--- config.mk ---
export PLATFORM = sky130hd
export DESIGN_NAME = fpga_sdpram_rd_stream
export DESIGN_NICKNAME = d
export VERILOG_FILES = /design/src/rtl/fpga_sdpram_pkg.sv /design/src/rtl/fpga_sync_fifo_skid.sv /design/src/rtl/fpga_sdpram_rd_stream.sv
export SDC_FILE = /design/constraint.sdc
export NUM_CORES = 1
export LEC_CHECK = 0
export ABC_CLOCK_PERIOD_IN_PS = 3500
export BUFFER_PORTS_ARGS = -buffer_cell sky130_fd_sc_hd__buf_2
export CORE_ASPECT_RATIO = 0.8
export CORE_MARGIN = 4
export CORE_UTILIZATION = 35
export CTS_BUF_LIST = sky130_fd_sc_hd__clkbuf_8
export DETAILED_ROUTE_END_ITERATION = 12
export SLEW_MARGIN = 20
export SYNTH_ARGS = -nofsm -noshare
export SYNTH_HDL_FRONTEND = slang
export SYNTH_SLANG_ARGS = --single-unit
--- constraint.sdc ---
create_clock -name clk -period 3.5 [get_ports clk]
set_clock_uncertainty 0.1 [all_clocks]
set_input_delay 0.525 -clock clk [delete_from_list [all_inputs] [get_ports clk]]
set_output_delay 0.525 -clock clk [all_outputs]
set_load 0.02 [all_outputs]
--- src/rtl/fpga_sdpram_pkg.sv ---
// Shared types and helpers for the SDPRAM read-stream controller.
// Covers the FSM state encoding, count-width sizing and parameter legality.
package fpga_sdpram_pkg;

  typedef enum logic [1:0] {
    StIdle,
    StRun,
    StDrain,
    StDone
  } rd_state_e;

  localparam int unsigned DefReadLaten = 1;
  localparam int unsigned DefSkidDepth = DefReadLaten + 1;
  localparam int unsigned CntWidth     = $clog2(DefSkidDepth + 1);

  // Width needed to hold a count of 0..depth inclusive.
  function automatic int unsigned cnt_width(input int unsigned depth);
    return $clog2(depth + 1);
  endfunction

  function automatic bit params_ok(input int unsigned read_laten,
                                   input int unsigned skid_depth);
    return (read_laten >= 1) && (read_laten <= 4) && (skid_depth >= read_laten + 1);
  endfunction

endpackage

--- src/rtl/fpga_sync_fifo_skid.sv ---
// Small register-based skid FIFO with push/pop/count and a synchronous flush.
// Read data is the head entry straight from the storage registers.
module fpga_sync_fifo_skid #(
  parameter int unsigned WIDTH = 7,
  parameter int unsigned DEPTH = 2,
  parameter int unsigned CNT_W = 2
) (
  input  logic             clk,
  input  logic             rst_n,
  input  logic             flush,
  input  logic             push,
  input  logic [WIDTH-1:0] wdata,
  input  logic             pop,
  output logic [WIDTH-1:0] rdata,
  output logic [CNT_W-1:0] count,
  output logic             empty
);

  localparam int unsigned PTR_W = (DEPTH > 1) ? $clog2(DEPTH) : 1;

  logic [WIDTH-1:0] mem_q [DEPTH];
  logic [PTR_W-1:0] wr_ptr_q, rd_ptr_q;
  logic [CNT_W-1:0] cnt_q;
  logic             full, do_push, do_pop;

  function automatic logic [PTR_W-1:0] ptr_inc(input logic [PTR_W-1:0] p);
    return (p == PTR_W'(DEPTH - 1)) ? '0 : p + PTR_W'(1);
  endfunction

  assign empty   = (cnt_q == '0);
  assign full    = (cnt_q == CNT_W'(DEPTH));
  assign do_pop  = pop && !empty;
  assign do_push = push && (!full || do_pop);
  assign rdata   = mem_q[rd_ptr_q];
  assign count   = cnt_q;

  always_ff @(posedge clk or negedge rst_n) begin
    if (!rst_n) begin
      for (int i = 0; i < int'(DEPTH); i++) mem_q[i] <= '0;
      wr_ptr_q <= '0;
      rd_ptr_q <= '0;
      cnt_q    <= '0;
    end else if (flush) begin
      wr_ptr_q <= '0;
      rd_ptr_q <= '0;
      cnt_q    <= '0;
    end else begin
      if (do_push) begin
        mem_q[wr_ptr_q] <= wdata;
        wr_ptr_q        <= ptr_inc(wr_ptr_q);
      end
      if (do_pop) rd_ptr_q <= ptr_inc(rd_ptr_q);
      cnt_q <= cnt_q + CNT_W'(do_push) - CNT_W'(do_pop);
    end
  end

endmodule

--- src/rtl/fpga_sdpram_rd_stream.sv ---
// Burst read controller for the SDPRAM read port: issues reads, tracks latency,
// streams words out via a skid FIFO. Optional abort input: FPGA_SDPRAM_RD_STREAM_ABORT_EN.
module fpga_sdpram_rd_stream
  import fpga_sdpram_pkg::*;
#(
  parameter int unsigned ADDR_WIDTH = 6,
  parameter int unsigned DATA_WIDTH = 6,
  parameter int unsigned READ_LATEN = 1,
  parameter int unsigned SKID_DEPTH = READ_LATEN + 1,
  parameter int unsigned LEN_WIDTH  = ADDR_WIDTH + 1
) (
  input  logic                  clk,
  input  logic                  rst_n,
  input  logic                  cmd_valid,
  output logic                  cmd_ready,
  input  logic [ADDR_WIDTH-1:0] cmd_addr,
  input  logic [LEN_WIDTH-1:0]  cmd_len,
  output logic                  ram_rd,
  output logic [ADDR_WIDTH-1:0] ram_addrb,
  input  logic [DATA_WIDTH-1:0] ram_doutb,
  output logic                  m_valid,
  input  logic                  m_ready,
  output logic [DATA_WIDTH-1:0] m_data,
  output logic                  m_last,
  output logic                  busy,
  output logic                  done
`ifdef FPGA_SDPRAM_RD_STREAM_ABORT_EN
  ,
  input  logic                  abort
`endif
);

  localparam int unsigned CNT_W = cnt_width(SKID_DEPTH);
  localparam int unsigned OCC_W = CNT_W + 1;

  if (!params_ok(READ_LATEN, SKID_DEPTH)) begin : g_param_err
    $error("fpga_sdpram_rd_stream: need 1<=READ_LATEN<=4 and SKID_DEPTH>=READ_LATEN+1");
  end

  rd_state_e             state_q, state_d;
  logic [ADDR_WIDTH-1:0] addr_q, addr_d;
  logic [LEN_WIDTH-1:0]  rem_q, rem_d;
  logic [CNT_W-1:0]      outst_q, outst_d;
  logic [READ_LATEN-1:0] iss_q, iss_d, lst_q, lst_d;
  logic                  abort_q, abort_d;

  logic                  abort_act, pop, can_issue, ret, push;
  logic [OCC_W-1:0]      occ;
  logic [CNT_W-1:0]      fifo_cnt;
  logic                  fifo_empty;
  logic [DATA_WIDTH:0]   fifo_rdata;

`ifdef FPGA_SDPRAM_RD_STREAM_ABORT_EN
  assign abort_act = abort && ((state_q == StRun) || (state_q == StDrain));
`else
  assign abort_act = 1'b0;
`endif

  assign pop = m_valid && m_ready;
  // Reserve FIFO space for every read in flight, crediting a word leaving this cycle.
  assign occ       = OCC_W'(outst_q) + OCC_W'(fifo_cnt) - OCC_W'(pop);
  assign can_issue = (state_q == StRun) && (rem_q != '0) &&
                     (occ < OCC_W'(SKID_DEPTH)) && !abort_act;
  assign ret  = iss_q[READ_LATEN-1];
  assign push = ret && !abort_q && !abort_act;

  fpga_sync_fifo_skid #(
    .WIDTH (DATA_WIDTH + 1),
    .DEPTH (SKID_DEPTH),
    .CNT_W (CNT_W)
  ) u_fifo (
    .clk   (clk),
    .rst_n (rst_n),
    .flush (abort_act),
    .push  (push),
    .wdata ({lst_q[READ_LATEN-1], ram_doutb}),
    .pop   (pop),
    .rdata (fifo_rdata),
    .count (fifo_cnt),
    .empty (fifo_empty)
  );

  always_ff @(posedge clk or negedge rst_n) begin
    if (!rst_n) begin
      state_q <= StIdle;
      addr_q  <= '0;
      rem_q   <= '0;
      outst_q <= '0;
      iss_q   <= '0;
      lst_q   <= '0;
      abort_q <= 1'b0;
    end else begin
      state_q <= state_d;
      addr_q  <= addr_d;
      rem_q   <= rem_d;
      outst_q <= outst_d;
      iss_q   <= iss_d;
      lst_q   <= lst_d;
      abort_q <= abort_d;
    end
  end

  always_comb begin
    state_d = state_q;
    unique case (state_q)
      StIdle: begin
        // Zero-length bursts take the DRAIN path; its exit condition already holds.
        if (cmd_valid) state_d = (cmd_len == '0) ? StDrain : StRun;
      end
      StRun: begin
        if (abort_act || (can_issue && (rem_q == LEN_WIDTH'(1)))) state_d = StDrain;
      end
      StDrain: begin
        if (abort_q || abort_act) begin
          if (outst_q == '0) state_d = StDone;
        end else if ((outst_q == '0) &&
                     (fifo_empty || ((fifo_cnt == CNT_W'(1)) && pop))) begin
          state_d = StDone;
        end
      end
      StDone:  state_d = StIdle;
      default: state_d = StIdle;
    endcase
  end

  always_comb begin
    addr_d   = addr_q;
    rem_d    = rem_q;
    abort_d  = abort_q;
    outst_d  = outst_q + CNT_W'(can_issue) - CNT_W'(ret);
    iss_d    = iss_q << 1;
    iss_d[0] = can_issue;
    lst_d    = lst_q << 1;
    lst_d[0] = (rem_q == LEN_WIDTH'(1));
    if ((state_q == StIdle) && cmd_valid) begin
      addr_d = cmd_addr;
      rem_d  = cmd_len;
    end else if (can_issue) begin
      addr_d = addr_q + ADDR_WIDTH'(1);
      rem_d  = rem_q - LEN_WIDTH'(1);
    end
    if (abort_act) abort_d = 1'b1;
    else if (state_q == StDone) abort_d = 1'b0;
  end

  always_comb begin
    cmd_ready = (state_q == StIdle);
    busy      = (state_q != StIdle);
    done      = (state_q == StDone);
    ram_rd    = can_issue;
    ram_addrb = addr_q;
    m_valid   = !fifo_empty;
    m_data    = fifo_rdata[DATA_WIDTH-1:0];
    // Head storage keeps stale entries once drained; only flag last on a live word.
    m_last    = !fifo_empty && fifo_rdata[DATA_WIDTH];
  end

endmodule

==> results of run 1 <==
-- flip-flops by register name (all words and copies together) (netlist names) --
register and flops:
u_fifo.mem_q 14, u_fifo.count 2, iss_q 1, lst_q 1, u_fifo.rd_ptr_q 1, u_fifo.wr_ptr_q 1, outst_q 2, state_q 2
rem_q 7, ram_addrb 6
-- worst max path at each step --
stage	cells after the start	to	startpoint	slack (ns)
floorplan	11	ram_rd	u_fifo.count[0]	0.32
global placement	10	ram_rd	m_ready	0.47
detailed placement	10	ram_rd	m_ready	0.40
CTS	11	ram_rd	u_fifo.count[0]	0.11
global route	11	ram_rd	u_fifo.count[0]	0.01
finish	11	ram_rd	u_fifo.count[0]	0.21
-- kinds of logic after synthesis --
logic type,after synthesis
and+or+nand+nor,54
AOI/OAI and AO/OA,31
DFF,37
muxes,23
buffers and inverters,21
adders and majority gates,13
xor gates and xnor gates,7
-- synth_stat cells (2+ instances only) --
cell | count | area share
inv_2 | 3 | 0.0055
or4_1 | 7 | 0.026
nor4_1 | 2 | 0.0061
a21oi_1 | 2 | 0.0049
mux2_1 | 4 | 0.022
clkbuf_1 | 3 | 0.0055
xnor2_1 | 5 | 0.021
a31oi_1 | 12 | 0.037
dfrtp_1 | 37 | 0.45
nor2_1 | 16 | 0.029
nand2_1 | 8 | 0.015
o21ai_0 | 3 | 0.0073
mux2_2 | 17 | 0.094
mux2i_1 | 2 | 0.0098
nand3_1 | 3 | 0.0073
ha_1 | 12 | 0.073
o21ai_1 | 5 | 0.012
or3_1 | 4 | 0.012
inv_1 | 12 | 0.022
o31ai_1 | 4 | 0.015
nand4_1 | 2 | 0.0061
-- per-layer routing --
layer	global-route usage	up-vias
met3	0.0346	5
met5	0	-
li1	-	754
met4	0.0351	0
met2	0.176	39
met1	0.204	729
-- power by group through the flow --
| stage | Combinational, uW | Sequential [uW] | Clock, uW |
|---|---|---|---|
| final | 1160 | 810 | 380 |
| after global routing | 1310 | 842 | 410 |
| after CTS | 1180 | 811 | 390 |
| after detailed placement | 1160 | 817 | 0 |
| after global placement | 1140 | 816 | 0 |
| after floorplan | 862 | 803 | 0 |
-- cell type report --
cell class	instances	area (um^2)	share of cell area
multi-input cells	128	1020	0.420
flip-flops and latches	37	926	0.380
repair buffers	42	215	0.0884
well taps	78	97.6	0.0401
clock buffers	6	82.6	0.0339
inverters	15	56.3	0.0231
clock inverters	2	33.8	0.0139
-- per-stage QoR --
step                std cells  setup slack [ns]
CTS                       308             0.110
finish                    308             0.209
global route              308            0.0132
floorplan                 186             0.323
global placement          300             0.469
detailed placement        300             0.401
-- timing repair --
item	4_1_cts	5_1_grt
endpoints found under the hold margin	0	0
setup buffers	0	0
gates resized for setup	0	1
setup endpoints to repair	0	1
==> key figures, run 1 <==
Status
  – Status: finished, final reports clean

Synth
  – Post-Syn Area per Cell: 11.0 um^2
  – Multiplexer share of the synthesized area: 0.125
  – Number of synthesized flops with an enable pin: 0
  – Sequential share of the synthesized area: 0.453
  – Yosys warnings: 0
  – Synth Register Bits: 37
  – Synth unique cells: 44
  – Simple-gate area share of the yosys netlist: 0.155
  – Synth Net Count: 222
  – Largest family of logic cells by synthesized area: simple AND/OR/NAND/NOR gates
  – Post-Synth XOR/XNOR Area: 0.0337
  – FFs w/ async S/R, synth: 1.00
  – Adder-Cell Fraction of Synth Area: 0.0832
  – Top FF cell, synth: dfrtp_1
  – Mapped cell area: 0.00204 mm^2
  – Compound-Gate Fraction of Synth Area: 0.101
  – Gate Count Post-Synth: roughly 190

Setup path
  – Crit Path Class: flop to primary output
  – CP startpoint kind: flop
  – CP cell instances: inv_1 > nand2_1 > and2_1 > ha_1 > inv_1 > nand2_1 > fa_1 > xor2_2 > nand3_2 > nor2_2 > buf_2
  – Arr. time, crit path: ~2.7 ns
  – Reg-to-Reg Start: u_fifo.count[0]
  – CP Data Required Time: 2.87 ns
  – Slowest stage delay, CP: slightly above 0.4 ns
  – Reg2reg setup slack: between 0.4 and 0.5 ns
  – Cell family with most CP delay: adder cells
  – Bufs and invs on worst path: 3
  – CP Max Fanout: 5
  – Critical Path Slowest Stage Cell: fa_1
  – RR Endpoint: ram_addrb[4]
  – Crit. End Element: primary output
  – Cell count of the worst reg-to-reg path: 12

STA
  – Final hold violation count: 0
  – Fin crit share: 0.940
  – Tmin final: ~3.3 ns
  – FMAX: 304 MHz
  – TNS Setup: 0 ns
  – Worst-Margin Slew: 0.863 ns
  – Slew Viols, Final: 0
  – RSZ-0062 raised after global routing: false
  – Slew margin rel.: 0.423
  – Hold slack: ~0.24 ns
  – Count of final setup violators: 0

Power
  – Pwr per Cell Area: 968 mW/mm^2
  – Leak: 0.00111 uW
  – Pint: 1370 uW
  – Logic pwr share: 0.495
  – Sequential Power Share: 0.344
  – Power Total: 2360 uW
  – Switch share: 0.420
  – NetSw: 988 uW
  – Clk pwr share: 0.161
  – Maximum VDD drop: between 300 and 400 uV

Min path
  – Worst hold path class: primary input to asynchronous set/reset pin

Detailed routing
  – Wire per inst: 14.2 um
  – Metal-1 WL: 2370 um
  – Pre-Repair DR Iteration Count: 4
  – Met2 WL post-DR: roughly 1700 um
  – DR iter-0 viols: 53
  – Met3 wire len: approximately 220 um
  – DRC viols: 0
  – Post-DRT Antenna Nets: 0
  – Drt total wl: approximately 4400 um
  – Routed vias: 1527
  – Max layer used: met4
  – Routed vias/inst: 4.96

Placement
  – RD Place Congestion: 0.758
  – Final HPWL from detailed placement: 3220 um
  – PortBufs: 40
  – Area after DPL: 0.00231 mm^2

Floorplan
  – Die ar.: 0.00714 mm^2
  – Starting Density: 0.368
  – Chip height: about 76 um
  – Row count: 24
  – Placeable Area: 0.00556 mm^2
  – Die Wd: 93.5 um
  – IO Pins: 41

Final layout
  – Final instance area: 0.00243 mm^2
  – Most frequent cells in the layout: 40 x buf_2, 37 x dfrtp_1, 17 x mux2_2
  – Final-stage net count: 265
  – Fill count: between 500 and 600
  – Layout cells sized above 1: 0.339
  – Antenna cells: 0
  – Layout Utilization: 0.438
  – Area grow syn2layout: 19.0%
  – Commonest non-fill, non-tap cell in the layout: buf_2

CTS
  – Root Driver: clkbuf_8
  – Max Root-Sink Buffers: 2
  – CTS sink count: 37
  – Worst skew pair latency: 0.28 ns
  – CTS tree: done
  – Total CTS buffers: 5
  – Clock transition at path regs: approximately 0.07 ns
  – Clock H-tree levels: 2
  – Hold buffers post-CTS: 0

Global route
  – Total track usage: 0.131
  – GRT Residual Overflow: 0
  – Vias in the first global route: 1527
  – First-pass GRT wire length: between 7000 and 8000 um
  – Pin count of the biggest net entering global routing: 38
  – Initial antenna violation count: 0

Run
  – Maxcap violations: 0
No activity file was read; power rests on OpenSTA's default activity.
==> run 2, diff against run 1 <==
--- a/config.mk
+++ b/config.mk
@@ -6,12 +6,13 @@
 export NUM_CORES = 1
 export LEC_CHECK = 0
 export ABC_CLOCK_PERIOD_IN_PS = 3500
-export BUFFER_PORTS_ARGS = -buffer_cell sky130_fd_sc_hd__buf_2
+export BUFFER_PORTS_ARGS = -buffer_cell sky130_fd_sc_hd__buf_4
 export CORE_ASPECT_RATIO = 0.8
 export CORE_MARGIN = 4
 export CORE_UTILIZATION = 35
 export CTS_BUF_LIST = sky130_fd_sc_hd__clkbuf_8
 export DETAILED_ROUTE_END_ITERATION = 12
+export PLACE_DENSITY = 0.59
 export SLEW_MARGIN = 20
 export SYNTH_ARGS = -nofsm -noshare
 export SYNTH_HDL_FRONTEND = slang
==> run 2 against run 1 <==
Clock power hardly changed. Sequential power is 0.7% higher. First-iteration DRC count is 75% higher. Cell area is 4.1% higher. Final cell count stayed put. Register-to-register slack hardly changed. Sequential cell count stayed put. Routed wire length is 2.9% higher. Highest routed layer unchanged.
==> key figures, run 2 (synthesized netlist as in run 1, its figures left out) <==
Status
  – Status: finished, final reports clean

Global route
  – Total track usage: 0.134
  – Pin count of the biggest net entering global routing: 38
  – GRT Residual Overflow: 0
  – Initial antenna violation count: 0
  – First-pass GRT wire length: around 7500 um
  – Vias in the first global route: 1539

CTS
  – Hold buffers post-CTS: 0
  – Worst skew pair latency: 0.30 ns
  – Max Root-Sink Buffers: 2
  – Post-CTS Setup Repair Bufs: 0
  – Total CTS buffers: 5
  – Clock H-tree levels: 2
  – CTS resizes: 0
  – CTS tree: done
  – Root Driver: clkbuf_8
  – CTS sink count: 37
  – Clock transition at path regs: roughly 0.080 ns

Power
  – Pwr per Cell Area: 965 mW/mm^2
  – Leak: approximately 0.0011 uW
  – Maximum VDD drop: 277 uV

Final layout
  – Most frequent cells in the layout: 42 x buf_4, 37 x dfrtp_1, 17 x mux2_2
  – Area grow syn2layout: 23.9%
  – Final-stage net count: 265
  – Largest Register: u_fifo.mem_q
  – Post-layout instance count excluding filler cells: 308
  – Antenna cells: 0
  – Largest register FFs: 14
  – Commonest non-fill, non-tap cell in the layout: buf_4
  – Layout cells sized above 1: 0.343

Floorplan
  – Chip height: approximately 76 um
  – Starting Density: 0.368
  – IO Pins: 41
  – Row count: 24
  – Die ar.: between 0.007 and 0.008 mm^2
  – Die Wd: 93.5 um
  – Placeable Area: 0.00556 mm^2

STA
  – Slew Viols, Final: 0
  – RSZ-0062 raised after global routing: false
  – Count of final setup violators: 0
  – TNS Setup: 0 ns
  – Fin crit share: 0.938
  – Worst-Margin Slew: 0.800 ns
  – FMAX: a little over 300 MHz
  – Tmin final: about 3.3 ns
  – Slew margin rel.: 0.465
  – Final hold violation count: 0

Setup path
  – CP Data Required Time: approximately 2.9 ns
  – CP startpoint kind: flop
  – Cell count of the worst reg-to-reg path: 12
  – Crit Path Class: flop to primary output
  – Crit. End Element: primary output
  – CP Max Fanout: 5
  – Arr. time, crit path: ~2.7 ns
  – Reg-to-Reg Start: u_fifo.count[0]
  – Reg2reg setup slack: roughly 0.43 ns
  – RR Endpoint: ram_addrb[4]

Detailed routing
  – DRC viols: 0
  – Wire per inst: 14.6 um
  – DR iter-0 viols: 93
  – Drt total wl: 4500 um
  – Post-DRT Antenna Nets: 0
  – Routed vias/inst: slightly below 5
  – Routed vias: 1521
  – Pre-Repair DR Iteration Count: 4

Placement
  – RD Place Congestion: a little over 0.8
  – Final HPWL from detailed placement: 3240 um
  – Number of cells after detailed placement: 300
  – PortBufs: 40

Min path
  – Worst hold path class: primary input to asynchronous set/reset pin

Run
  – Maxcap violations: 0
==> run 2: per-layer routing <==
metal,vias up,share of wire,global-route usage
met3,8,0.042,0.0316
met1,720,0.54,0.208
met2,33,0.40,0.173
met4,0,0.020,0.0571
met5,-,0,0
li1,760,-,-
==> run 2: power by group <==
part,internal [uW],switching (uW)
combinational,579,668
sequential,630,186
clock,213,167
total,1420,1020
==> run 2: how the worst max path moves through the flow <==
stage	startpoint	endpoint	slack, ns
final	u_fifo.count[0]	ram_rd	0.22
after global routing	u_fifo.count[0]	ram_rd	0.02
after CTS	u_fifo.count[0]	ram_rd	0.13
after detailed placement	m_ready	ram_rd	0.41
after global placement	m_ready	ram_rd	0.47
after floorplan	u_fifo.count[0]	ram_rd	0.32
==> run 2: per-stage QoR <==
step	setup WS (ns)	power [uW]	util	cell area, um^2	hold WS [ns]
2_1_floorplan	0.323	1660	-	2040	0.129
3_3_place_gp	0.473	2050	0.435	2410	0.372
3_5_place_dp	0.412	2070	0.435	2410	0.374
4_1_cts	0.125	2470	0.455	2530	0.0925
5_1_grt	0.0185	2640	0.456	2530	0.117
6_report	0.217	2440	0.456	2530	0.0694
==> run 2: area by class of cell <==
type | instances | area [um^2]
Clock buffer | 5 | 68.8
Clock inverter | 3 | 46.3
Fill cell | 548 | 3020
Inverter | 15 | 56.3
Multi-Input combinational cell | 128 | 1020
Sequential cell | 37 | 926
Tap cell | 78 | 97.6
Timing Repair Buffer | 42 | 315
==> run 2: critical path: stages, from the launching register on <==
cell     delay [ns]
dfrtp_1        0.40
inv_1          0.13
nand2_1        0.08
and2_1         0.18
ha_1           0.27
inv_1          0.07
nand2_1        0.07
fa_1           0.41
xor2_2         0.29
nand3_2        0.12
nor2_2         0.19
buf_4          0.17
==> run 3, diff against run 2 <==
--- a/config.mk
+++ b/config.mk
@@ -13,6 +13,7 @@
 export CTS_BUF_LIST = sky130_fd_sc_hd__clkbuf_8
 export DETAILED_ROUTE_END_ITERATION = 12
 export PLACE_DENSITY = 0.59
+export REMOVE_ABC_BUFFERS = 1
 export SLEW_MARGIN = 20
 export SYNTH_ARGS = -nofsm -noshare
 export SYNTH_HDL_FRONTEND = slang
==> constraint.sdc (replaced) <==
create_clock -name clk -period 3.5 [get_ports clk]
set_clock_uncertainty 0.1 [all_clocks]
set_input_delay 0.525 -clock clk [delete_from_list [all_inputs] [get_ports clk]]
set_output_delay 0.525 -clock clk [all_outputs]
set_load 0.05 [all_outputs]
==> run 3 against run 2 <==
Die area unchanged. Critical endpoint unchanged. Largest cell class unchanged. Sequential share of layout area is 0.34 points lower. Sequential power about the same. Cell area increased by 0.94%. Utilization up 0.43 points. Total power rose by 14%. Critical path depth decreased by 1. Global-route usage down 0.42 points. Clock-buffer cell count did not move. Non-clock buffer count rose by 1.
==> key figures, run 3 (synthesized netlist as in run 1, its figures left out) <==
Status
  – Status: finished, final reports clean

Final layout
  – Antenna cells: 0
  – Layout cells sized above 1: 0.342
  – Commonest non-fill, non-tap cell in the layout: buf_4
  – Area grow syn2layout: 25.0%
  – Most frequent cells in the layout: 43 x buf_4, 37 x dfrtp_1, 17 x mux2_2
  – Layout Utilization: 0.460
  – Largest Register: u_fifo.mem_q
  – Final-stage net count: between 200 and 300
  – Final instance area: 0.00256 mm^2
  – Largest register FFs: 14
  – Post-layout instance count excluding filler cells: 309
  – Fill count: 547

Detailed routing
  – Post-DRT Antenna Nets: 0
  – Routed vias: 1532
  – Wire per inst: between 10 and 15 um
  – Drt total wl: 4250 um
  – Pre-Repair DR Iteration Count: 4
  – DR iter-0 viols: 69
  – Routed vias/inst: 4.96
  – DRC viols: 0

CTS
  – Root Driver: clkbuf_8
  – Clock H-tree levels: 2
  – Worst skew pair latency: slightly below 0.3 ns
  – CTS tree: done
  – CTS sink count: 37
  – Total CTS buffers: 5
  – Max Root-Sink Buffers: 2
  – Clock transition at path regs: 0.08 ns

STA
  – RSZ-0062 raised after global routing: false
  – Count of final setup violators: 0
  – Slew Viols, Final: 0
  – Fin crit share: 0.925
  – Slew margin rel.: 0.467
  – Tmin final: ~3.2 ns
  – Final hold violation count: 0
  – Worst-Margin Slew: 0.798 ns
  – FMAX: 309 MHz

Power
  – Pint: between 1500 and 2000 uW
  – Leak: around 0.0012 uW
  – Maximum VDD drop: 683 uV
  – Clk pwr share: 0.159
  – Switch share: 0.456
  – Logic pwr share: 0.548
  – Sequential Power Share: 0.293
  – NetSw: roughly 1300 uW
  – Pwr per Cell Area: about 1100 mW/mm^2

Floorplan
  – Die ar.: between 0.007 and 0.008 mm^2
  – Die Wd: just over 90 um
  – Starting Density: 0.368
  – Row count: 24
  – Placeable Area: between 0.005 and 0.006 mm^2
  – IO Pins: 41
  – Chip height: roughly 76 um

Setup path
  – Slowest stage delay, CP: 0.58 ns
  – Arr. time, crit path: 2.61 ns
  – Bufs and invs on worst path: 3
  – Cell family with most CP delay: adder cells
  – CP startpoint kind: flop
  – RR Endpoint: state_q[0]
  – Crit. End Element: primary output
  – CP Data Required Time: 2.87 ns
  – Cell count of the worst reg-to-reg path: 11
  – Critical Path Slowest Stage Cell: fa_1
  – Reg2reg setup slack: 0.50 ns
  – Crit Path Class: flop to primary output
  – CP Max Fanout: 4
  – Reg-to-Reg Start: u_fifo.count[0]
  – CP cell instances: inv_1 > nand2_1 > and2_1 > ha_1 > inv_1 > nand2_1 > fa_1 > nand3_2 > nor2_1 > buf_4

Placement
  – Area after DPL: around 0.0024 mm^2
  – Final HPWL from detailed placement: ~3200 um
  – RD Place Congestion: 0.779
  – Number of cells after detailed placement: 300
  – PortBufs: 40

Global route
  – Met1 Resource Use GR: 0.184
  – Grt met2 use: 0.181
  – First-pass GRT wire length: 7270 um
  – Global routing's busiest layer: met1
  – Total track usage: 0.130
  – Initial antenna violation count: 0
  – Vias in the first global route: approximately 1600
  – Pin count of the biggest net entering global routing: 38
  – GRT Residual Overflow: 0
  – M3 GR Usage: 0.0355

Run
  – Maxcap violations: 0

Min path
  – Worst hold path class: primary input to asynchronous set/reset pin
run 3: layout make-up:
cell class / instances / area, um^2 / share of cell area
Clock inverter: 3 / 65.1 / 0.0255
Clock buffer: 5 / 68.8 / 0.0269
Timing Repair Buffer: 43 / 323 / 0.126
Multi-Input combinational cell: 128 / 1020 / 0.399
Sequential cell: 37 / 926 / 0.362
Tap cell: 78 / 97.6 / 0.0382
Inverter: 15 / 56.3 / 0.0220
run 3: timing repair:
| action | CTS | global route |
|---|---|---|
| hold buffers | 0 | 0 |
| gates resized for setup | 0 | 0 |
| setup endpoints to repair | 0 | 1 |
| setup buffers | 0 | 1 |
run 3: how the worst max path moves through the flow:
| stage | from | endpoint | slack (ns) | depth (start not counted) |
|---|---|---|---|---|
| 6_report | u_fifo.count[0] | ram_rd | 0.26 | 10 |
| 5_1_grt | u_fifo.count[0] | ram_rd | 0.07 | 11 |
| 4_1_cts | u_fifo.count[0] | ram_rd | 0.09 | 11 |
| 3_5_place_dp | m_ready | ram_rd | 0.39 | 10 |
| 3_3_place_gp | m_ready | ram_rd | 0.43 | 10 |
| 2_1_floorplan | u_fifo.count[0] | ram_rd | -0.23 | 10 |
run 3: stage by stage:
step                setup TNS [ns]  setup WS (ns)  total power [uW]  hold WS (ns)
floorplan                   -0.612         -0.233              1930         0.129
global placement                 0          0.435              2320         0.371
detailed placement               0          0.389              2340         0.376
CTS                              0         0.0922              2800         0.101
global route                     0         0.0723              2990         0.129
finish                           0          0.262              2780        0.0844
run 3: worst reg2reg max path, cell delays in order (launching register included):
cell      delay, ns
dfrtp_1        0.39
inv_1          0.12
nand2_1        0.09
and2_1         0.18
ha_1           0.27
inv_1          0.07
nand2_1        0.07
fa_1           0.58
nand2_1        0.09
nand4b_1       0.22
a221oi_2       0.33
mux2_2         0.37
run 3: routing by layer:
| layer | wire length [um] | vias up |
|---|---|---|
| li1 | - | 767 |
| met1 | 2140 | 733 |
| met2 | 1870 | 27 |
| met3 | 172 | 5 |
| met4 | 67 | 0 |
| met5 | 0 | - |
run 3: power by group through the flow:
stage                     registers [uW]  logic (uW)  clock network [uW]
after floorplan                      895        1030                   0
after global routing                 851        1660                 474
after detailed placement             823        1520                   0
after CTS                            818        1520                 456
after global placement               820        1500                   0
final                                815        1530                 443
